### src/rtl/nmi_xbar_demux.sv
// Native-memory-interface 1-to-N demultiplexer with base/mask address map,
// a registered decode stage, watchdog timeout and decode-miss error reporting.
module nmi_xbar_demux #(
    parameter int                    SLV_NUM     = 4,
    parameter logic [SLV_NUM*32-1:0] SLV_BASE    = {32'h3000_0000, 32'h2000_0000,
                                                    32'h1000_0000, 32'h0000_0000},
    parameter logic [SLV_NUM*32-1:0] SLV_MASK    = {4{32'hF000_0000}},
    parameter int                    TIMEOUT_CYC = 1024,
    parameter logic [31:0]           ERR_DATA    = 32'hDEAD_BEEF
) (
    input  logic                    clk_i,
    input  logic                    rst_n_i,
    input  logic                    mstr_valid_i,
    input  logic [31:0]             mstr_addr_i,
    input  logic [31:0]             mstr_wdata_i,
    input  logic [3:0]              mstr_wstrb_i,
    output logic [31:0]             mstr_rdata_o,
    output logic                    mstr_ready_o,
    output logic                    mstr_err_o,
    output logic [SLV_NUM-1:0]      slv_valid_o,
    output logic [31:0]             slv_addr_o,
    output logic [31:0]             slv_wdata_o,
    output logic [3:0]              slv_wstrb_o,
    input  logic [SLV_NUM*32-1:0]   slv_rdata_i,
    input  logic [SLV_NUM-1:0]      slv_ready_i,
    output logic [15:0]             err_cnt_o
);

    localparam int          SEL_W   = (SLV_NUM > 1) ? $clog2(SLV_NUM) : 1;
    localparam logic [31:0] TO_LAST = 32'(TIMEOUT_CYC - 1);

    typedef enum logic [1:0] {
        IDLE   = 2'd0,
        ACTIVE = 2'd1,
        RESP   = 2'd2
    } state_t;

    state_t             state_q, state_d;
    logic [SEL_W-1:0]   sel_q, sel_d;
    logic [31:0]        addr_q, addr_d;
    logic [31:0]        wdata_q, wdata_d;
    logic [3:0]         wstrb_q, wstrb_d;
    logic [31:0]        cnt_q, cnt_d;
    logic [31:0]        rdata_q, rdata_d;
    logic               err_q, err_d;
    logic [15:0]        err_cnt_q, err_cnt_d;

    logic               hit;
    logic [SEL_W-1:0]   hit_idx;
    logic               sel_ready;
    logic [31:0]        sel_rdata;
    logic               err_evt;

    // Descending scan so the lowest matching slot is the one left standing.
    always_comb begin
        hit     = 1'b0;
        hit_idx = '0;
        for (int i = SLV_NUM - 1; i >= 0; i--) begin
            if ((mstr_addr_i & SLV_MASK[i*32 +: 32]) == SLV_BASE[i*32 +: 32]) begin
                hit     = 1'b1;
                hit_idx = SEL_W'(i);
            end
        end
    end

    always_comb begin
        sel_ready = 1'b0;
        sel_rdata = '0;
        for (int i = 0; i < SLV_NUM; i++) begin
            if (sel_q == SEL_W'(i)) begin
                sel_ready = slv_ready_i[i];
                sel_rdata = slv_rdata_i[i*32 +: 32];
            end
        end
    end

    always_comb begin
        state_d   = state_q;
        sel_d     = sel_q;
        addr_d    = addr_q;
        wdata_d   = wdata_q;
        wstrb_d   = wstrb_q;
        cnt_d     = cnt_q;
        rdata_d   = rdata_q;
        err_d     = err_q;
        err_cnt_d = err_cnt_q;
        err_evt   = 1'b0;
        unique case (state_q)
            IDLE: begin
                if (mstr_valid_i) begin
                    if (hit) begin
                        sel_d   = hit_idx;
                        addr_d  = mstr_addr_i;
                        wdata_d = mstr_wdata_i;
                        wstrb_d = mstr_wstrb_i;
                        cnt_d   = '0;
                        state_d = ACTIVE;
                    end else begin
                        rdata_d = ERR_DATA;
                        err_d   = 1'b1;
                        err_evt = 1'b1;
                        state_d = RESP;
                    end
                end
            end
            ACTIVE: begin
                cnt_d = cnt_q + 32'd1;
                // A ready arriving on the last allowed cycle still wins over the watchdog.
                if (sel_ready) begin
                    rdata_d = sel_rdata;
                    err_d   = 1'b0;
                    state_d = RESP;
                end else if ((TIMEOUT_CYC != 0) && (cnt_q == TO_LAST)) begin
                    rdata_d = ERR_DATA;
                    err_d   = 1'b1;
                    err_evt = 1'b1;
                    state_d = RESP;
                end
            end
            RESP: begin
                cnt_d   = '0;
                state_d = IDLE;
            end
            default: state_d = IDLE;
        endcase
        if (err_evt && (err_cnt_q != 16'hFFFF)) begin
            err_cnt_d = err_cnt_q + 16'd1;
        end
    end

    always_ff @(posedge clk_i or negedge rst_n_i) begin
        if (!rst_n_i) begin
            state_q   <= IDLE;
            sel_q     <= '0;
            addr_q    <= '0;
            wdata_q   <= '0;
            wstrb_q   <= '0;
            cnt_q     <= '0;
            rdata_q   <= '0;
            err_q     <= 1'b0;
            err_cnt_q <= '0;
        end else begin
            state_q   <= state_d;
            sel_q     <= sel_d;
            addr_q    <= addr_d;
            wdata_q   <= wdata_d;
            wstrb_q   <= wstrb_d;
            cnt_q     <= cnt_d;
            rdata_q   <= rdata_d;
            err_q     <= err_d;
            err_cnt_q <= err_cnt_d;
        end
    end

    always_comb begin
        for (int i = 0; i < SLV_NUM; i++) begin
            slv_valid_o[i] = (state_q == ACTIVE) && (sel_q == SEL_W'(i));
        end
    end

    assign mstr_ready_o = (state_q == RESP);
    assign mstr_rdata_o = rdata_q;
    assign mstr_err_o   = err_q;
    assign slv_addr_o   = addr_q;
    assign slv_wdata_o  = wdata_q;
    assign slv_wstrb_o  = wstrb_q;
    assign err_cnt_o    = err_cnt_q;

endmodule

### config.mk
export PLATFORM = sky130hd
export DESIGN_NAME = nmi_xbar_demux
export DESIGN_NICKNAME = d
export VERILOG_FILES = /design/src/rtl/nmi_xbar_demux.sv
export SDC_FILE = /design/constraint.sdc
export NUM_CORES = 1
export LEC_CHECK = 0
export ABC_AREA = 1
export BUFFER_PORTS_ARGS = -buffer_cell sky130_fd_sc_hd__buf_4
export CAP_MARGIN = 20
export CORE_MARGIN = 2
export CORE_UTILIZATION = 36
export CTS_CLUSTER_DIAMETER = 120
export DETAILED_ROUTE_END_ITERATION = 7
export HOLD_SLACK_MARGIN = 0.12
export PLACE_DENSITY = 0.69
export SKIP_CTS_REPAIR_TIMING = 1
export SYNTH_ARGS = -nofsm -noshare
export SYNTH_HDL_FRONTEND = slang
export SYNTH_SLANG_ARGS = --single-unit
### constraint.sdc
create_clock -name clk_i -period 3.25 [get_ports clk_i]
set_clock_uncertainty 0.05 [all_clocks]
set_input_delay 0.325 -clock clk_i [delete_from_list [all_inputs] [get_ports clk_i]]
set_output_delay 0.325 -clock clk_i [all_outputs]
set_load 0.05 [all_outputs]
Word-level counts from Yosys, hierarchy flattened --
Cells that the tools add are included.
Cells by class: $add $sub $neg 2, equality and inequality tests 14, mux-type cells 39, reduce and logical (&&, ||, !) cells 14
Operator list (number):
- 32-bit two-way mux | 10
- 32-bit case mux with 3 select lines | 1
- 32-bit case mux with 2 select lines | 1
- 32-bit by 1-bit adder with 32-bit output, second input constant | 1
- 32-bit by 10-bit equality test with 1-bit output, second input constant | 1
- 32-bit logical NOT | 1
- 16-bit by 1-bit adder with 16-bit output, second input constant | 1
- 1-bit two-way mux | 16
- 2-bit two-way mux | 8
- 16-bit inequality test, second input constant | 1
- 4-bit by 2-bit equality test with 1-bit output, second input constant | 2
- 2-bit equality test, second input constant | 3
- 2-bit inequality test, second input constant | 3
- 3-bit AND reduction | 2
- 1-bit logical AND | 5
- 2-bit by 1-bit equality test with 1-bit output, second input constant | 2
- 4-bit by 1-bit equality test with 1-bit output, second input constant | 1
- 2-bit logical NOT | 2
- 1-bit case mux with 2 select lines | 2
- 2-bit case mux with 2 select lines | 1
- 4-bit AND reduction | 1
- 3-bit inequality test, second input constant | 1
- 3-bit nonzero test | 1
- 2-bit AND reduction | 1
- 2-bit nonzero test | 1
Word-level totals: register bits 153, bits of input ports 203, output and inout port bits 122, logic and storage cells 78

Depth between registers and ports, before layout --
Gate-level depths: netlist (run 1).
depth after elaboration 9, mapped depth 12, mapped depth without buffers 11

Least setup slack after synthesis (run 1) --
OpenSTA, ideal clock, no wires.
path kind register -> output, start register state_q[0], end output port slv_valid_o[1], data arrival time 2.103 ns, required time 2.875 ns, slack 0.772 ns, cell stages (with the launch flop) 6, path buffers 1, path through dfrtp_1 inv_1 nor2_1 inv_2 clkbuf_1 nor3_1
On the way: longest elaborated chain between the ends 2
Ends and longest elaborated chain:
- start, declared | RTL line 38 | state_t state_q, state_d;
- start signal, assigned | RTL line 143 | state_q <= state_d;
- 2-bit by 1-bit equality test with 1-bit output | RTL line 157 | slv_valid_o[i] = (state_q == ACTIVE) && (sel_q == SEL_W'(i));
- 1-bit logical AND | RTL line 157
- end, declared | RTL line 20 | output logic [SLV_NUM-1:0] slv_valid_o,
Every way passes these cells.

Final worst setup path (run 1) --
start register sel_q[0], end output port slv_valid_o[0]
On the way: longest elaborated chain between the ends 2
Ends and longest elaborated chain:
- start, declared | RTL line 39 | logic [SEL_W-1:0] sel_q, sel_d;
- start signal, assigned | RTL line 144 | sel_q <= sel_d;
- 2-bit logical NOT | RTL line 157
- 1-bit logical AND | RTL line 157
Every way passes these cells.

==> run summary, run 1 <==
Setup TNS Final: 0 ns
Main synth FF type: dfrtp_1
Synthesized instance count: 1075
DRT antenna net count: 0
Post-Syn Area: 0.00787 mm2
CP startpoint kind: register
NumNets Final: 1662
Wirelength per Cell: 15.8 um
Endpoints failing hold: 0
Synth Net Count: 1280
Area share of the largest cell type after synthesis: 48.6%
Met3 Usage GRT: 4.59%
PwrDens: 884 mW/mm2
Register-to-register setup slack: 1.02 ns
CTS tree: done
Initial Utilization: 36.4%
CP required: 2.87 ns
DR iter-0 viols: 449
Antenna violations before repair: 0
Number of flops mapped to enable cells by yosys: 0
Share of cells above drive strength 1: 26.3%
Die Y: 152 um
Distinct cells, synth: 33
Die area: 0.0231 mm2
Leakage: 6.13 nW
Final Slew Violations: 0
Via-per-instance ratio: 4.81
Register area share after synthesis: 48.6%
Residual DRC: 0
ANT cells: 0
Post-Layout Inst Area: 0.0118 mm2
Final min period: 2.41 ns
Row cnt: 54
Placed inst area: 0.0106 mm2
Outcome: finished, final reports clean
Worst Path Arrival: 2.03 ns
CTS Buf Count: 17
Placer Congestion: 0.919
Final setup fails: 0
HP Class: input port to register
Critical Path End Type: output pin
Pre-CTS setup slack: 1.04 ns
Area Overhead vs Synth: 50.3%
CP Max Fanout: 26
CTS Sinks: 153
Worst VDD drop: 618 uV
Clk buf depth: 2
RSZ-0062 raised after global routing: no
DRT Wirelength: 27600 um
Number of max-cap violations: 0
I/O pin count: 325
Max frequency: 415 MHz
Pre-antenna DRT Iters: 4
Grt total ovfl: 0
Relative slew slack: 26.2%
First-pass GRT wire length: 43000 um
Avg Synthesized Cell Area: 7.32 um2
Placeable Area: 0.0216 mm2
Tightest Pin Transition: 1.10 ns
Number of global-route vias before repair: 8211
Die span in x: 152 um
Vias: 8424
CTS H-Tree Depth: 4
Yosys warning total: 0
Largest cells by area after synthesis: dfrtp_1, nand2_1, nor2_1
Met1 Use GR: 28.1%
Synthesized flop and latch total: 153
IO buf count: 324
Fraction of registers with async set/reset: 100%
Largest net degree at the start of global routing: 80
Setup CP Type: register to output pin
Layer carrying the most global-route usage: met2
GRT Total Usage: 23.1%
M2 GR Usage: 41.1%
Clk_lat worst skew: 0.43 ns
Yosys top cell by area: dfrtp_1
Reg clk slew, reported paths: 0.07 ns
Worst setup margin: 0.842 ns
Root Driver: clkbuf_16
Fin util: 54.7%
Fin crit share: 74.1%
Final HPWL DP: 20300 um
-- logic make-up (layout without fill, tap and decap cells) --
group,count (synthesis),count (layout),share of synthesized area (%)
XOR/XNOR,26,26,2.89
adder cells (fa/ha/maj),2,2,0.318
buffers and inverters,99,494,5.34
flip-flops,153,153,48.6
AND/OR/NAND/NOR,717,717,36.5
AO/OA/AOI/OAI,78,78,6.26
-- synthesized netlist by cell type, types with 2 or more instances --
library cell,count
a21oi_1,15
a221oi_1,18
buf_2,10
buf_4,5
buf_6,2
clkbuf_1,22
dfrtp_1,153
ha_1,2
inv_1,54
inv_2,4
nand2_1,538
nand2_2,3
nand2_4,3
nand3_1,50
nand3b_1,2
nand4_1,11
nor2_1,83
nor3_1,20
o21ai_0,28
o221ai_1,4
o22ai_1,11
or2_2,2
xnor2_1,8
xor2_1,18
-- metal layers --
metal | up-vias | share of wire [%]
li1 | 4163 | -
met1 | 3970 | 41
met2 | 245 | 52
met3 | 46 | 4.6
met4 | 0 | 2.3
met5 | - | 0
-- cells in the final DEF, fill, tap and decap left out, types with 4 or more instances in the layout --
| cell | count |
|---|---|
| a21oi_1 | 15 |
| a221oi_1 | 18 |
| buf_4 | 335 |
| clkbuf_16 | 17 |
| clkinv_8 | 5 |
| dfrtp_1 | 153 |
| dlygate4sd3_1 | 65 |
| inv_1 | 54 |
| inv_2 | 4 |
| inv_6 | 4 |
| nand2_1 | 538 |
| nand3_1 | 50 |
| nand4_1 | 11 |
| nor2_1 | 83 |
| nor3_1 | 20 |
| o21ai_0 | 28 |
| o221ai_1 | 4 |
| o22ai_1 | 11 |
| xnor2_1 | 8 |
| xor2_1 | 18 |
-- worst max-delay path, cell delays in order, from the launching register on --
cell      delay, ns
dfrtp_1        0.50
nor2_2         0.12
buf_4          0.29
clkinv_1       0.31
nor2_1         0.17
buf_4          0.21
-- flip-flops by register name (all words and copies together), names as in the netlist --
signal	flops
slv_addr_o	32
mstr_err_o	1
cnt_q	32
slv_wstrb_o	4
slv_wdata_o	32
err_cnt_o	16
sel_q	2
state_q	2
mstr_rdata_o	32
-- through the flow --
step	hold slack (ns)	total power [mW]	cells
2_1_floorplan	-0.0206	6.57	1075
3_3_place_gp	0.376	8.37	1653
3_5_place_dp	0.371	8.42	1653
4_1_cts	-0.0895	10.4	1685
5_1_grt	0.171	11.0	1750
6_report	0.155	10.5	1750
-- final cells by class --
class                   instances  area (um2)
clock inverters                15         176
repair buffers                402        3200
inverters                      60         228
well taps                     280         350
clock buffers                  17         425
multi-input cells             823        3630
fillers                      1998        9790
flip-flops and latches        153        3830
-- where the power goes --
group | leakage (nW) | internal, mW | switching, mW
Clock | 0.293 | 1.04 | 0.946
Sequential | 1.94 | 2.53 | 0.429
Combinational | 3.90 | 1.60 | 3.92
Total | 6.13 | 5.16 | 5.30
-- final timing paths --
kind,depth (start not counted),start,end
worst max-delay path,5,sel_q[0],slv_valid_o[0]
worst min-delay path,5,slv_rdata_i[96],mstr_rdata_o[0]
worst max register to register,7,err_cnt_o[0],err_cnt_o[10]
worst min register to register,2,slv_addr_o[31],slv_addr_o[31]
max in group asynchronous,3,rst_n_i,mstr_rdata_o[17]
min in group asynchronous,2,rst_n_i,sel_q[1]
Power figures use the tool's default switching activity.
==> inputs of run 2 (changes only) <==
ABC_AREA = 0   (was 1)
PLACE_DENSITY = 0.7   (was 0.69)
clock period = 2.5 ns   (was 3.25 ns; I/O delays follow)
==> run 2 against run 1 <==
Critical path depth grew 1. Routed wire length shrank 15%. Flip-flop and latch count is the same. Clock-buffer cell count grew 5. Synthesized cell count shrank 35%.
==> run summary, run 2 <==
Relative slew slack: 57.6% (+31 points)
Worst Path Arrival: 2.62 ns (+0.59 ns)
Total power: 10.4 mW (-0.39%)
CP Max Fanout: 6 (-77%)
Most common cell after layout, fill and taps aside: buf_4
NumNets Final: 1302 (-22%)
Clk_lat worst skew: 0.41 ns (-0.02 ns)
Avg Synthesized Cell Area: 10.4 um2 (+41%)
Clk buf depth: 2 (unchanged)
Count leader, synth: nand2_1
Row cnt: 51 (-5.6%)
Leakage: 5.43 nW (-11%)
CTS Buf Count: 17 (unchanged)
Worst setup margin: 0.163 ns (-0.680 ns)
Root Driver: clkbuf_16
Share of cells above drive strength 1: 38.8% (+13 points)
CP startpoint kind: register
Post-Syn Area: 0.00725 mm2 (-7.9%)
Tightest Pin Transition: 0.636 ns (-0.466 ns)
Fin util: 57.9% (+3.1 points)
Fraction of registers with async set/reset: 100% (unchanged)
Final HPWL DP: 16900 um (-17%)
Setup TNS Final: 0 ns (unchanged)
Fin crit share: 93.5%
Critical Path End Type: register
Commonest non-fill, non-tap cells in the layout: buf_4, nand2_1, dfrtp_1
Area share of the largest cell type after synthesis: 52.8% (+4.2 points)
CTS tree: done
Antenna violations before repair: 0 (unchanged)
Register area share after synthesis: 52.8% (+4.2 points)
Final setup fails: 0 (unchanged)
CTS Sinks: 153 (unchanged)
Synthesized instance count: 700 (-35%)
DR iter-0 viols: 328 (-27%)
Register-to-register setup slack: 0.16 ns (-0.86 ns)
First-pass GRT wire length: 36300 um (-16%)
Main synth FF type: dfrtp_1
Largest net degree at the start of global routing: 65 (-19%)
DRT Wirelength: 23400 um (-15%)
Distinct cells, synth: 50 (+52%)
Worst hold path depth: 3 (-2)
Yosys top cell by area: dfrtp_1
Initial Utilization: 37.0% (+0.58 points)
Residual DRC: 0 (unchanged)
CP required: 2.78 ns (-0.09 ns)
Outcome: finished, final reports clean
Synth Net Count: 905 (-29%)
Die Y: 146 um (-3.9%)
Worst-case reg-to-reg path depth: 6 (-1)
Post-Layout Inst Area: 0.0113 mm2 (-4.2%)
Number of global-route vias before repair: 6936 (-16%)
Reg clk slew, reported paths: 0.06 ns (about the same)
Largest cells by area after synthesis: dfrtp_1, nand2_1, mux4_2
Yosys warning total: 0 (unchanged)
Number of max-cap violations: 0 (unchanged)
Placed inst area: 0.0101 mm2 (-4.6%)
Die span in x: 146 um (-3.9%)
Pre-antenna DRT Iters: 4 (unchanged)
ANT cells: 0 (unchanged)
PwrDens: 919 mW/mm2 (+4.0%)
Area Overhead vs Synth: 56.5%
Grt total ovfl: 0 (unchanged)
Crit path cell chain: ha_1 > nand3_1 > a211o_1 > or4_4 > or3_1 > a21oi_1
Number of flops mapped to enable cells by yosys: 0 (unchanged)
Critical-path top delay cell: or4_4
Endpoints failing hold: 0 (unchanged)
Vias: 6904 (-18%)
Largest stage delay on the critical path: 0.55 ns (+0.05 ns)
RSZ-0062 raised after global routing: no
DRT antenna net count: 0 (unchanged)
Die area: 0.0213 mm2 (-7.7%)
Worst VDD drop: 606 uV (-1.9%)
I/O pin count: 325 (unchanged)
Synthesized flop and latch total: 153 (unchanged)
Final min period: 2.34 ns
Pre-CTS setup slack: 0.103 ns (-0.939 ns)
HP Class: input port to register
Via-per-instance ratio: 5.02 (+4.3%)
Setup CP Type: register to register
Wirelength per Cell: 17.0 um (+8.0%)
IO buf count: 324 (unchanged)
Placer Congestion: 0.822 (-11%)
GRT Total Usage: 21.1% (-2.0 points)
Final Slew Violations: 0 (unchanged)
Max frequency: 428 MHz
Placeable Area: 0.0196 mm2 (-9.4%)
Commonest cells post-synth: nand2_1, dfrtp_1, mux4_2, nor2_1, clkbuf_1
CTS H-Tree Depth: 4 (unchanged)
## run 2: changes by cell type in the layout (fill, tap and decap cells not counted), moves of 15 or more
cell,before,now
nor2_1,83,32
nor3_1,20,5
o22a_1,0,24
nand2_1,538,225
mux4_2,0,33
nand3_1,50,15
inv_1,54,3
a221oi_1,18,0
## run 2: worst max-delay path, delay by kind of cell (launching register included)
kind | cells | cell delay (ns)
adders and majority gates | 1 | 0.25
AOI/OAI and AO/OA | 2 | 0.47
and+or+nand+nor | 3 | 1.08
DFF | 1 | 0.40
## run 2: final cells by class
| class | count | area [um2] |
|---|---|---|
| clock buffers | 22 | 474 |
| repair buffers | 418 | 3350 |
| inverters | 4 | 17.5 |
| multi-input cells | 503 | 3240 |
| fillers | 1688 | 8250 |
| flip-flops and latches | 153 | 3830 |
| well taps | 265 | 332 |
| clock inverters | 10 | 92.6 |
## run 2: metal layers
layer / share of wire (%) / vias to the layer above / GRT usage (%)
met5: 0 / - / 0
met4: 2.9 / 0 / 7.55
met3: 6.8 / 49 / 7.68
met2: 50 / 221 / 34.7
met1: 40 / 3386 / 25.5
li1: - / 3248 / -
## run 2: path summary, 6_finish.rpt
check,startpoint,to
max,cnt_q[0],cnt_q[22]
max in group asynchronous,rst_n_i,sel_q[0]
min,slv_rdata_i[87],mstr_rdata_o[23]
max reg2reg,cnt_q[0],cnt_q[22]
min in group asynchronous,rst_n_i,err_cnt_o[6]
min reg2reg,slv_wdata_o[10],slv_wdata_o[10]
## run 2: cells by family (layout without fill, tap and decap cells)
kind of cell	Yosys count	after routing	synth area share, %
mux	35	35	10.6
flops	153	153	52.8
buf+inv	44	454	2.56
simple gates	346	346	21.3
xor+xnor	29	29	3.51
fa+ha+maj	2	2	0.345
compound gates	91	91	8.89
## run 2: where the power goes
part | internal (mW) | leakage (nW) | total, mW | switching, mW
Sequential | 3.01 | 1.90 | 3.38 | 0.369
Clock | 1.45 | 0.269 | 2.45 | 1.01
Combinational | 1.60 | 3.26 | 4.58 | 2.98
## run 2: metrics by stage
| stage | std cells | hold slack, ns |
|---|---|---|
| CTS | 1308 | -0.192 |
| floorplan | 700 | -0.0956 |
| global route | 1375 | 0.212 |
| global placement | 1276 | 0.245 |
| detailed placement | 1276 | 0.244 |
| finish | 1375 | 0.225 |
